==> src/rtl/poker_card_loader.sv <==
// -----------------------------------------------------------------------------
// poker_card_loader
//
// Upstream feeder and result capture for the combinational Poker IP.
// Cards arrive one per valid cycle on a narrow bus. They are packed into the
// public/hole card buses that drive the Poker IP. Once a full deal is loaded,
// the IP's winner vector is registered and presented with a one-cycle
// out_valid strobe.
//
// Optional feature macro: CARD_DUP_CHECK_EN
//   When defined, this block adds an out_err output and a 52-bit seen-card mask.
//   out_err flags a card seen twice, or a rank outside 1..13, within a deal.
//
// Ports
//   clk          in   rising-edge clock
//   rst_n        in   asynchronous active-low reset
//   in_valid     in   card on in_num/in_suit is valid this cycle
//   in_num       in   card rank (legal 1..13, stored unchanged)
//   in_suit      in   card suit 0..3
//   pub_num_o    out  public card ranks,  card k at [4k+:4]
//   pub_suit_o   out  public card suits,  card k at [2k+:2]
//   hole_num_o   out  hole card ranks,    player p card c at [8p+4c+:4]
//   hole_suit_o  out  hole card suits,    player p card c at [4p+2c+:2]
//   winner_i     in   winner vector from the Poker IP (combinational from *_o)
//   busy         out  high while in LOAD/EVAL/OUT
//   out_valid    out  one-cycle strobe, out_winner valid while high
//   out_winner   out  registered winner vector (bit p = player p wins/ties)
//   out_err      out  (CARD_DUP_CHECK_EN only) duplicate/illegal card seen
//   dbg_state_o  out  current FSM state (0 IDLE, 1 LOAD, 2 EVAL, 3 OUT)
//
// Handshake: in_valid has no ready. A card is accepted on every rising edge
// where in_valid=1 and the FSM is in IDLE or LOAD. Cards presented during
// EVAL/OUT are dropped, so the source must not send them.
//
// Timing: the last card is accepted at edge N. EVAL occupies N..N+1 and
// out_winner is captured at N+1. OUT occupies N+1..N+2. out_valid is
// registered from the OUT state, so it is high for the one cycle after edge
// N+2, which is two cycles after the last card edge. busy falls at the same
// edge as OUT exits.
// -----------------------------------------------------------------------------
module poker_card_loader #(
  parameter int IP_WIDTH = 9
) (
  input  logic                    clk,
  input  logic                    rst_n,
  input  logic                    in_valid,
  input  logic [3:0]              in_num,
  input  logic [1:0]              in_suit,
  output logic [19:0]             pub_num_o,
  output logic [9:0]              pub_suit_o,
  output logic [8*IP_WIDTH-1:0]   hole_num_o,
  output logic [4*IP_WIDTH-1:0]   hole_suit_o,
  input  logic [IP_WIDTH-1:0]     winner_i,
  output logic                    busy,
  output logic                    out_valid,
  output logic [IP_WIDTH-1:0]     out_winner,
`ifdef CARD_DUP_CHECK_EN
  output logic                    out_err,
`endif
  output logic [1:0]              dbg_state_o
);

  localparam int NCARD = 5 + 2 * IP_WIDTH;
  localparam int CW    = $clog2(NCARD + 1);

  typedef enum logic [1:0] {
    S_IDLE = 2'd0,
    S_LOAD = 2'd1,
    S_EVAL = 2'd2,
    S_OUT  = 2'd3
  } state_t;

  state_t                  state_q;
  logic [CW-1:0]           cnt_q;
  logic [19:0]             pub_num_q;
  logic [9:0]              pub_suit_q;
  logic [8*IP_WIDTH-1:0]   hole_num_q;
  logic [4*IP_WIDTH-1:0]   hole_suit_q;
  logic                    busy_q;
  logic                    out_valid_q;
  logic [IP_WIDTH-1:0]     out_winner_q;

  logic accept_d;
  assign accept_d = in_valid && ((state_q == S_IDLE) || (state_q == S_LOAD));

  always_ff @(posedge clk or negedge rst_n) begin
    if (!rst_n) begin
      state_q      <= S_IDLE;
      cnt_q        <= '0;
      pub_num_q    <= '0;
      pub_suit_q   <= '0;
      hole_num_q   <= '0;
      hole_suit_q  <= '0;
      busy_q       <= 1'b0;
      out_valid_q  <= 1'b0;
      out_winner_q <= '0;
    end else begin
      // Strobe follows the OUT state by one register stage.
      out_valid_q <= (state_q == S_OUT);

      // Card slot is selected by the counter. It is 0 in IDLE, so the first
      // card of a deal always lands in public card 0.
      if (accept_d) begin
        for (int k = 0; k < 5; k++) begin
          if (cnt_q == CW'(k)) begin
            pub_num_q[4*k +: 4]  <= in_num;
            pub_suit_q[2*k +: 2] <= in_suit;
          end
        end
        // Hole card h = 2p+c lands at [4h+:4] / [2h+:2].
        for (int h = 0; h < 2 * IP_WIDTH; h++) begin
          if (cnt_q == CW'(h + 5)) begin
            hole_num_q[4*h +: 4]  <= in_num;
            hole_suit_q[2*h +: 2] <= in_suit;
          end
        end
      end

      case (state_q)
        S_IDLE: begin
          if (in_valid) begin
            cnt_q   <= CW'(1);
            state_q <= S_LOAD;
            busy_q  <= 1'b1;
          end
        end
        S_LOAD: begin
          if (in_valid) begin
            if (cnt_q == CW'(NCARD - 1)) begin
              cnt_q   <= '0;
              state_q <= S_EVAL;
            end else begin
              cnt_q <= cnt_q + CW'(1);
            end
          end
        end
        S_EVAL: begin
          // The card buses have been stable for this whole cycle.
          out_winner_q <= winner_i;
          state_q      <= S_OUT;
        end
        S_OUT: begin
          state_q <= S_IDLE;
          busy_q  <= 1'b0;
        end
        default: state_q <= S_IDLE;
      endcase
    end
  end

  assign pub_num_o   = pub_num_q;
  assign pub_suit_o  = pub_suit_q;
  assign hole_num_o  = hole_num_q;
  assign hole_suit_o = hole_suit_q;
  assign busy        = busy_q;
  assign out_valid   = out_valid_q;
  assign out_winner  = out_winner_q;
  assign dbg_state_o = state_q;

`ifdef CARD_DUP_CHECK_EN
  // A legal card maps to the linear index suit*13 + (rank-1), in 0..51.
  // An illegal rank maps to no bit and raises the flag directly.
  logic        rank_ok_d;
  logic [5:0]  card_lin_d;
  logic [51:0] card_bit_d;
  logic [51:0] seen_q;
  logic        dup_q;
  logic        out_err_q;

  assign rank_ok_d  = (in_num != 4'd0) && (in_num <= 4'd13);
  assign card_lin_d = 6'(in_suit) * 6'd13 + 6'(in_num) - 6'd1;
  assign card_bit_d = rank_ok_d ? (52'd1 << card_lin_d) : '0;

  always_ff @(posedge clk or negedge rst_n) begin
    if (!rst_n) begin
      seen_q    <= '0;
      dup_q     <= 1'b0;
      out_err_q <= 1'b0;
    end else begin
      // Aligned with out_valid, which is also registered from OUT.
      out_err_q <= (state_q == S_OUT) && dup_q;
      if (state_q == S_OUT) begin
        seen_q <= '0;
      end else if (accept_d) begin
        if (state_q == S_IDLE) begin
          seen_q <= card_bit_d;
          dup_q  <= !rank_ok_d;
        end else begin
          seen_q <= seen_q | card_bit_d;
          if (!rank_ok_d || ((seen_q & card_bit_d) != '0)) dup_q <= 1'b1;
        end
      end
    end
  end

  assign out_err = out_err_q;
`endif

endmodule

==> config.mk <==
export PLATFORM = sky130hd
export DESIGN_NAME = poker_card_loader
export DESIGN_NICKNAME = d
export VERILOG_FILES = /design/src/rtl/poker_card_loader.sv
export SDC_FILE = /design/constraint.sdc
export NUM_CORES = 1
export LEC_CHECK = 0
export ABC_CLOCK_PERIOD_IN_PS = 2200
export CAP_MARGIN = 20
export CORE_MARGIN = 3
export CORE_UTILIZATION = 48
export CTS_CLUSTER_DIAMETER = 50
export DETAILED_ROUTE_END_ITERATION = 8
export PLACE_DENSITY_LB_ADDON = 0.12
export SLEW_MARGIN = 20
export SYNTH_ARGS = -nofsm -noshare
export SYNTH_HDL_FRONTEND = slang
export SYNTH_SLANG_ARGS = --single-unit
==> constraint.sdc <==
create_clock -name clk -period 2.2 [get_ports clk]
set_clock_uncertainty 0.2 [all_clocks]
set_input_delay 0.44 -clock clk [delete_from_list [all_inputs] [get_ports clk]]
set_output_delay 0.44 -clock clk [all_outputs]
set_load 0.03 [all_outputs]
Word-level counts from Yosys, hierarchy flattened
Index checks and enable logic that the tools add are counted.
{ "op_classes": {"n_mux": 10, "addsub": 1, "n_reduce_logical": 32, "eq_ne": 28} }
{ "op_table": {"columns": ["op", "count"], "rows": [
  ["2-bit AND reduction", 24],
  ["5-bit by 4-bit equality test with 1-bit output (second input constant)", 8],
  ["5-bit equality test (second input constant)", 7],
  ["5-bit by 3-bit equality test with 1-bit output (second input constant)", 4],
  ["5-bit 2-to-1 mux", 3],
  ["5-bit by 2-bit equality test with 1-bit output (second input constant)", 2],
  ["5-bit one-hot mux with 2 select lines", 1],
  ["2-bit one-hot mux with 4 select lines", 1],
  ["2-bit 2-to-1 mux", 3],
  ["3-bit AND reduction", 2],
  ["5-bit by 1-bit adder with 5-bit output (second input constant)", 1],
  ["5-bit by 1-bit equality test with 1-bit output (second input constant)", 1],
  ["5-bit zero test", 1],
  ["2-bit equality test (second input constant)", 2],
  ["2-bit != test (second input constant)", 2],
  ["2-bit nonzero test", 2],
  ["2-bit by 1-bit equality test with 1-bit output (second input constant)", 1],
  ["2-bit zero test", 1],
  ["2-bit by 1-bit != test with 1-bit output (second input constant)", 1],
  ["1-bit one-hot mux with 2 select lines", 1],
  ["1-bit logical AND", 1],
  ["1-bit logical OR", 1],
  ["1-bit 2-to-1 mux", 1]
]} }
{ "totals": {"output_inout_bits": 151, "register_bits": 156, "in_bits": 18} }

Longest topological paths before layout
Gate-level depths: netlist of the first run.
{ "logic_depth": {"word_depth": 4, "ltp_mapped": 7} }

Least setup slack after synthesis of the first run
OpenSTA, ideal clock, no wires.
{ "synth_path": {"path_kind": "register to register", "start": "register state_q[1] (netlist: dbg_state_o[1])", "end": "register hole_num_q[16] (netlist: hole_num_o[16])", "stages_incl_launch_ff": 8, "path_buffers": 2, "required_ns": 1.875, "path_slack_ns": -0.036, "synth_period_minus_slack_ns": 2.236, "t_arrival_ns": 1.911, "cell_sequence": "dfrtp_1 > inv_1 > ha_1 > buf_4 > o21a_1 > buf_4 > nand3_1 > mux2_2"} }
{ "synth_between": {"elab_chain_cells": 4} }
{ "synth_rtl": {"columns": ["item", "line", "source"], "rows": [
  ["start: declaration", "73", "state_t state_q;"],
  ["start signal: assignment", "88", "state_q <= S_IDLE;"],
  ["start signal: assignment", "123", "state_q <= S_LOAD;"],
  ["start signal: assignment", "131", "state_q <= S_EVAL;"],
  ["2-bit by 1-bit equality test with 1-bit output / 2-bit zero test (equally long branches)", "84", "assign accept_d = in_valid && ((state_q == S_IDLE) || (state_q == S_LOAD));"],
  ["1-bit logical OR *", "84", null],
  ["1-bit logical AND *", "84", null],
  ["2-bit AND reduction (no source line) *", null, null],
  ["end signal: indexed assignment", "113", "hole_num_q[4*h +: 4] <= in_num;"],
  ["end: declaration", "77", "logic [8*IP_WIDTH-1:0] hole_num_q;"]
]} }
Mark *: on every way between the ends. The rest lies on a longest branch, timed or not.
A chain may end at the register's enable or synchronous reset.

Worst setup path after layout of the first run
{ "layout_path": {"start": "register state_q[0] (netlist: dbg_state_o[0])", "end": "output port dbg_state_o[0]"} }
{ "layout_lines": {"columns": ["item", "line", "source"], "rows": [
  ["end: declaration", "60", "output logic [1:0] dbg_state_o"]
]} }
No word-level cell between the ends.

==> results of run 1 <==
## worst paths after layout
check / from / endpoint / slack (ns)
max: dbg_state_o[0]$_DFFE_PN0P_ / dbg_state_o[0] / 0.06
min: hole_num_o[56]$_DFFE_PN0P_ / hole_num_o[56]$_DFFE_PN0P_ / 0.30
max reg2reg: dbg_state_o[1]$_DFFE_PN0P_ / hole_suit_o[5]$_DFFE_PN0P_ / 0.10
min reg2reg: hole_num_o[56]$_DFFE_PN0P_ / hole_num_o[56]$_DFFE_PN0P_ / 0.30
max in group asynchronous: rst_n / dbg_state_o[1]$_DFFE_PN0P_ / 0.90
min in group asynchronous: rst_n / hole_num_o[21]$_DFFE_PN0P_ / 0.36
## per-layer routing
layer  wire (um)  track usage [%]  up-vias  share of wire, %
met5           0                0        -                 0
met4         255             7.08        0               1.7
met3         930             6.69       18               6.3
met2        7360             35.4      116                50
met1        6250             26.6     2142                42
li1            -                -     1823                 -
## logic make-up after synthesis
kind of cell	count (synthesis)	synth area share, %
adder cells (fa/ha/maj)	9	1.79
AO/OA/AOI/OAI	11	1.20
multiplexers	148	26.9
buffers and inverters	28	2.07
flip-flops	156	62.2
AND/OR/NAND/NOR	51	5.90
## power by group through the flow
| stage | logic [mW] | clock network, mW | registers (mW) |
|---|---|---|---|
| finish | 6.57 | 2.91 | 4.69 |
| global route | 6.90 | 3.10 | 4.85 |
| CTS | 6.62 | 2.96 | 4.70 |
| detailed placement | 6.60 | 0 | 4.73 |
| global placement | 6.49 | 0 | 4.67 |
| floorplan | 1.71 | 0 | 6.75 |
## registers in the layout (all words and copies together) (netlist names), 2 cells and up
signal	cells
hole_suit_o	36
pub_num_o	20
cnt_q	5
hole_num_o	72
pub_suit_o	10
out_winner	9
dbg_state_o	2
## per-stage QoR
stage / instances / setup WS (ns)
6_report: 787 / 0.0606
5_1_grt: 787 / 0.00726
4_1_cts: 787 / 0.0360
3_5_place_dp: 755 / -0.224
3_3_place_gp: 755 / -0.211
2_1_floorplan: 403 / 0.0342
## timing repair
action	4_1_cts	5_1_grt
hold buffers	1	0
endpoints found under the hold margin	156	0
gates resized for setup	0	3
endpoints found under the setup margin	0	42
## area by class of cell
| type | instances | area share (%) |
|---|---|---|
| Clock buffer | 23 | 5.32 |
| Timing Repair Buffer | 201 | 22.1 |
| Tap cell | 172 | 2.40 |
| Sequential cell | 156 | 43.5 |
| Clock inverter | 8 | 1.28 |
| Multi-Input combinational cell | 219 | 25.1 |
| Inverter | 8 | 0.334 |
## cell usage in the layout, fill, tap and decap left out, types with 2 or more instances in the layout
master,count
clkbuf_1,3
nand3_1,8
clkinv_2,5
clkdlybuf4s50_1,167
nor3_2,2
mux2_4,6
nor2b_1,6
nand2_1,9
dfrtp_2,2
nor2_1,3
ha_2,2
buf_6,2
bufinv_16,3
inv_1,7
buf_12,4
mux2_2,142
nand2b_1,3
buf_4,27
nand4b_1,2
nand4_1,7
o22ai_1,3
nor3_4,6
ha_1,7
clkbuf_8,3
clkbuf_16,17
dfrtp_1,154
o21ai_0,2
==> results.toml, run 1 <==
[clocking]
cts_tree = "yes"
clk_latency_ns = 0.41
clkTransAtPathRegs_ns = 0.06
numCtsBuffers = 17
htreeDepth = 4
cts.sinks = 156
cts.path.max_buffers = 2
cts_setup_buffers = 0
clock-root-buffer = "clkbuf_16"

[timing]
timing.slew.headroom_pct = 62.4
slew_violations = 0
setup_tns_ns = 0
fin_worst_hold_slack_ns = 0.301
grt_setup_unrepaired = "no"
period_share_pct = 97.2
hold_viol_final = 0
period_needed_ns = 2.14
timing.fmax_mhz = 467
finalSetupViolCount = 0
tightest_slew_ns = 0.562

[detailed_routing]
avgViaCountPerCell = 5.21
drc_errors = 0
vias = 4099
ant_nets = 0
drt_iter0_markers = 196
routedWlPerCell_um = 18.8
wirelength_mm = 14.8
drtPass1Iterations = 4

[final_layout]
fillers = 934
stdcell_area_sq_um = 8980
syn_to_final_growth_pct = 43.0
seq_area_sq_um = 3910
num_antenna_cells = 0
fin_nets = 630
drive_gt1_share_pct = 36.9
fin_util_pct = 70.6
multi_input_area_sq_um = 2250

[yosys]
yosys.area.top_type_share_pct = 62.2
synth.area.top_cells = "dfrtp_1 62%, mux2_2 25%, ha_1 1.8%"
ys_top_cells_by_count = "156 x dfrtp_1, 142 x mux2_2, 13 x clkbuf_1"
syn_area_sq_um = 6280
syn_avg_cell_area_sq_um = 15.6
synth_ff_type = "dfrtp_1"
post-synth-top-area-cell = "dfrtp_1"
syn_inst = 403
yosysWarnings = 0
synth-async-reset-ratio_pct = 100
syn-num-nets = 430
yosysMostFrequentCell = "dfrtp_1"
ys_types = 32
ys_seq_area_share_pct = 62.2
synth_seq_cells = 156
synth_edf_count = 0

[power_and_ir_drop]
power_frac_clock_pct = 20.5
power.density_cell_area_nw_per_um2 = 1580
power_mw = 14.2
p_leak_nw = 4.17
peakVddDrop_mv = 1.13
net-switching-power_mw = 5.33
intPower_mw = 8.84
combinationalPowerShare_pct = 46.4
seq_power_share_pct = 33.1
swShare_pct = 37.6

[min_path]
worst_hold_path.num_cells = 1
hold_path.class = "register to register"

[global_route]
antenna_found_initial = 0
grtUsageTotal_pct = 21.3
overflow = 0
grt_pass1_vias = 4452
grt_max_degree = 66
grt_pass1_wl_mm = 23.8

[floorplanning]
io-pin-count = 169
core_area_sq_um = 12700
row_count = 41
die_w_um = 120
initial_core_util_pct = 49.4
fp.dieH_um = 120
die_area_sq_um = 14500

[job]
maxCapViolCount = 0

[critical_path]
cp_data_arrival_time_ns = 1.50
crit_family = "buffers and inverters"
cp-start-kind = "register"
required_ns = 1.56
path_buf_inv = 1
end_kind = "output port"
path_depth = 1
crit_fanout = 5
slowest_delay_ns = 0.69
crit_chain = "clkdlybuf4s50_1"
critical_path_class = "register to output port"
worst_path_max_delay_cell = "clkdlybuf4s50_1"
r2r_cells = 5

[placement]
place_area_sq_um = 8370
routabilityCongestion = 0.876
hpwl_mm = 10.1
port_buffers = 168

[outcome]
status = "finished clean"
Power figures use the tool's default switching activity.
==> inputs of run 2 (changes only) <==
--- a/config.mk
+++ b/config.mk
@@ -7,8 +7,9 @@
 export LEC_CHECK = 0
 export ABC_CLOCK_PERIOD_IN_PS = 2200
 export CAP_MARGIN = 20
-export CORE_MARGIN = 3
+export CORE_MARGIN = 2
 export CORE_UTILIZATION = 48
+export CTS_BUF_LIST = sky130_fd_sc_hd__clkbuf_4 sky130_fd_sc_hd__clkbuf_8 sky130_fd_sc_hd__clkbuf_16
 export CTS_CLUSTER_DIAMETER = 50
 export DETAILED_ROUTE_END_ITERATION = 8
 export PLACE_DENSITY_LB_ADDON = 0.12
==> results.toml, run 2 (same netlist as run 1, synthesis figures left out) <==
[timing]
timing.fmax_mhz = 466
period_share_pct = 97.5
finalSetupViolCount = 0
timing.slew.headroom_pct = 63.6
fin_ws_ns = 0.0544
slew_violations = 0
hold_viol_final = 0
tightest_slew_ns = 0.545
grt_setup_unrepaired = "no"
period_needed_ns = 2.15

[floorplanning]
die_area_sq_um = 14000
fp.dieH_um = 118
die_w_um = 118
core_area_sq_um = 12700
initial_core_util_pct = 49.4
io-pin-count = 169
row_count = 41

[power_and_ir_drop]
power.density_cell_area_nw_per_um2 = 1590
peakVddDrop_mv = 0.927
p_leak_nw = 4.20

[final_layout]
num_antenna_cells = 0
mostFrequentLayoutCell = "clkdlybuf4s50_1"
fin_util_pct = 70.9
largest_register_ffs = 72
multi_input_area_sq_um = 2250
syn_to_final_growth_pct = 43.5
fin_nets = 633
layout_common_cells = "166 x clkdlybuf4s50_1, 154 x dfrtp_1, 142 x mux2_2"
seq_area_sq_um = 3910
fillers = 946
drive_gt1_share_pct = 37.7

[detailed_routing]
vias = 4040
ant_nets = 0
drc_errors = 0
routedWlPerCell_um = 18.8
wirelength_mm = 14.8
drtPass1Iterations = 4
drt_iter0_markers = 194
avgViaCountPerCell = 5.11

[global_route]
grtUsageTotal_pct = 22.1
use_met1_pct = 27.1
grt_pass1_vias = 4294
grt_pass1_wl_mm = 23.8
met3_usage_pct = 7.29
grt_max_degree = 63
use_met2_pct = 36.8
top_usage_layer = "met2"
antenna_found_initial = 0
overflow = 0

[critical_path]
path_depth = 1
path_buf_inv = 1
end_kind = "output port"
crit_fanout = 5
worst_path_max_delay_cell = "clkdlybuf4s50_1"
cp-start-kind = "register"
r2r_slack_ns = 0.12
crit_chain = "clkdlybuf4s50_1"
required_ns = 1.56
crit_family = "buffers and inverters"
startpoint = "dbg_state_o[0]$_DFFE_PN0P_"
r2r_cells = 6
endpoint = "dbg_state_o[0]"
slowest_delay_ns = 0.69
r2r-end = "hole_num_o[35]$_DFFE_PN0P_"
critical_path_class = "register to output port"
cp_data_arrival_time_ns = 1.51
r2r_start = "dbg_state_o[0]$_DFFE_PN0P_"

[clocking]
cts_tree = "yes"
clock-root-buffer = "clkbuf_16"
clkTransAtPathRegs_ns = 0.05
clk_latency_ns = 0.42
htreeDepth = 4
cts.sinks = 156
cts.path.max_buffers = 2
cts_setup_buffers = 0
numCtsBuffers = 17

[outcome]
status = "finished clean"

[min_path]
hold_path.class = "primary input to asynchronous set/reset pin"

[job]
maxCapViolCount = 0

[placement]
hpwl_mm = 9.95
dp_slack_ns = -0.186
port_buffers = 168
routabilityCongestion = 0.858
-- run 2: cell count changes in the layout (fill, tap and decap cells not counted), sizes merged --
cell	previous run	this run
clkdlybuf4s50	167	166
buf	33	36
dlygate4sd2	0	1
bufinv	3	4
clkinvlp	0	1
clkinv	5	2
clkbuf	23	24
-- run 2: where the power goes --
part           total, mW  switching, mW  internal [mW]
Combinational       6.57           3.59           2.98
Sequential          4.68          0.680           4.00
Clock               3.08           1.07           2.01
Total               14.3           5.34           8.99
-- run 2: metrics by stage --
stage	power [mW]	hold slack [ns]	area, sq um	std cells	setup TNS [ns]
6_report	14.3	0.235	9010	790	0
3_5_place_dp	11.3	0.0996	8370	758	-8.78
4_1_cts	14.4	0.228	9010	790	0
2_1_floorplan	8.46	-0.0556	6280	403	0
5_1_grt	15.0	0.249	9010	790	0
3_3_place_gp	11.1	0.0994	8370	758	-6.83
-- run 2: final cells by class --
class                           count  area share, %
Multi-Input combinational cell    219           25.0
Clock buffer                       24           5.44
Tap cell                          172           2.39
Inverter                            8          0.333
Timing Repair Buffer              204           22.0
Sequential cell                   156           43.3
Clock inverter                      7           1.53
-- run 2: worst min path at each step --
stage,cells after the start,endpoint,startpoint,slack (ns)
global placement,1,hole_num_o[21]$_DFFE_PN0P_,rst_n,0.1
global route,2,hole_num_o[16]$_DFFE_PN0P_,rst_n,0.25
detailed placement,1,hole_num_o[19]$_DFFE_PN0P_,rst_n,0.1
floorplan,0,busy$_DFFE_PN0P_,rst_n,-0.06
CTS,2,hole_num_o[16]$_DFFE_PN0P_,rst_n,0.23
finish,2,hole_num_o[20]$_DFFE_PN0P_,rst_n,0.24
-- run 2: per-layer routing --
layer	vias up	wire length (um)
met3	22	1090
met4	0	235
met5	-	0
met2	139	7420
met1	2042	6100
li1	1837	-
-- run 2: worst reg2reg max path, delay by kind of cell, from the launching register on --
| kind | cells | cell delay [ns] |
|---|---|---|
| AO/OA/AOI/OAI | 1 | 0.10 |
| adder cells (fa/ha/maj) | 1 | 0.22 |
| buffers and inverters | 2 | 0.27 |
| flip-flops | 1 | 0.43 |
| multiplexers | 1 | 0.38 |
| AND/OR/NAND/NOR | 1 | 0.36 |
-- run 2: repair_timing --
item	CTS	global route
endpoints found under the hold margin	125	0
gates resized for setup	1	3
hold buffers	1	0
endpoints found under the setup margin	1	36
==> inputs of run 3 (changes only) <==
--- a/config.mk
+++ b/config.mk
@@ -5,7 +5,6 @@
 export SDC_FILE = /design/constraint.sdc
 export NUM_CORES = 1
 export LEC_CHECK = 0
-export ABC_CLOCK_PERIOD_IN_PS = 2200
 export CAP_MARGIN = 20
 export CORE_MARGIN = 2
 export CORE_UTILIZATION = 48
==> results of run 3 <==
Final layout, timing and power as in run 2 (identical DEF).
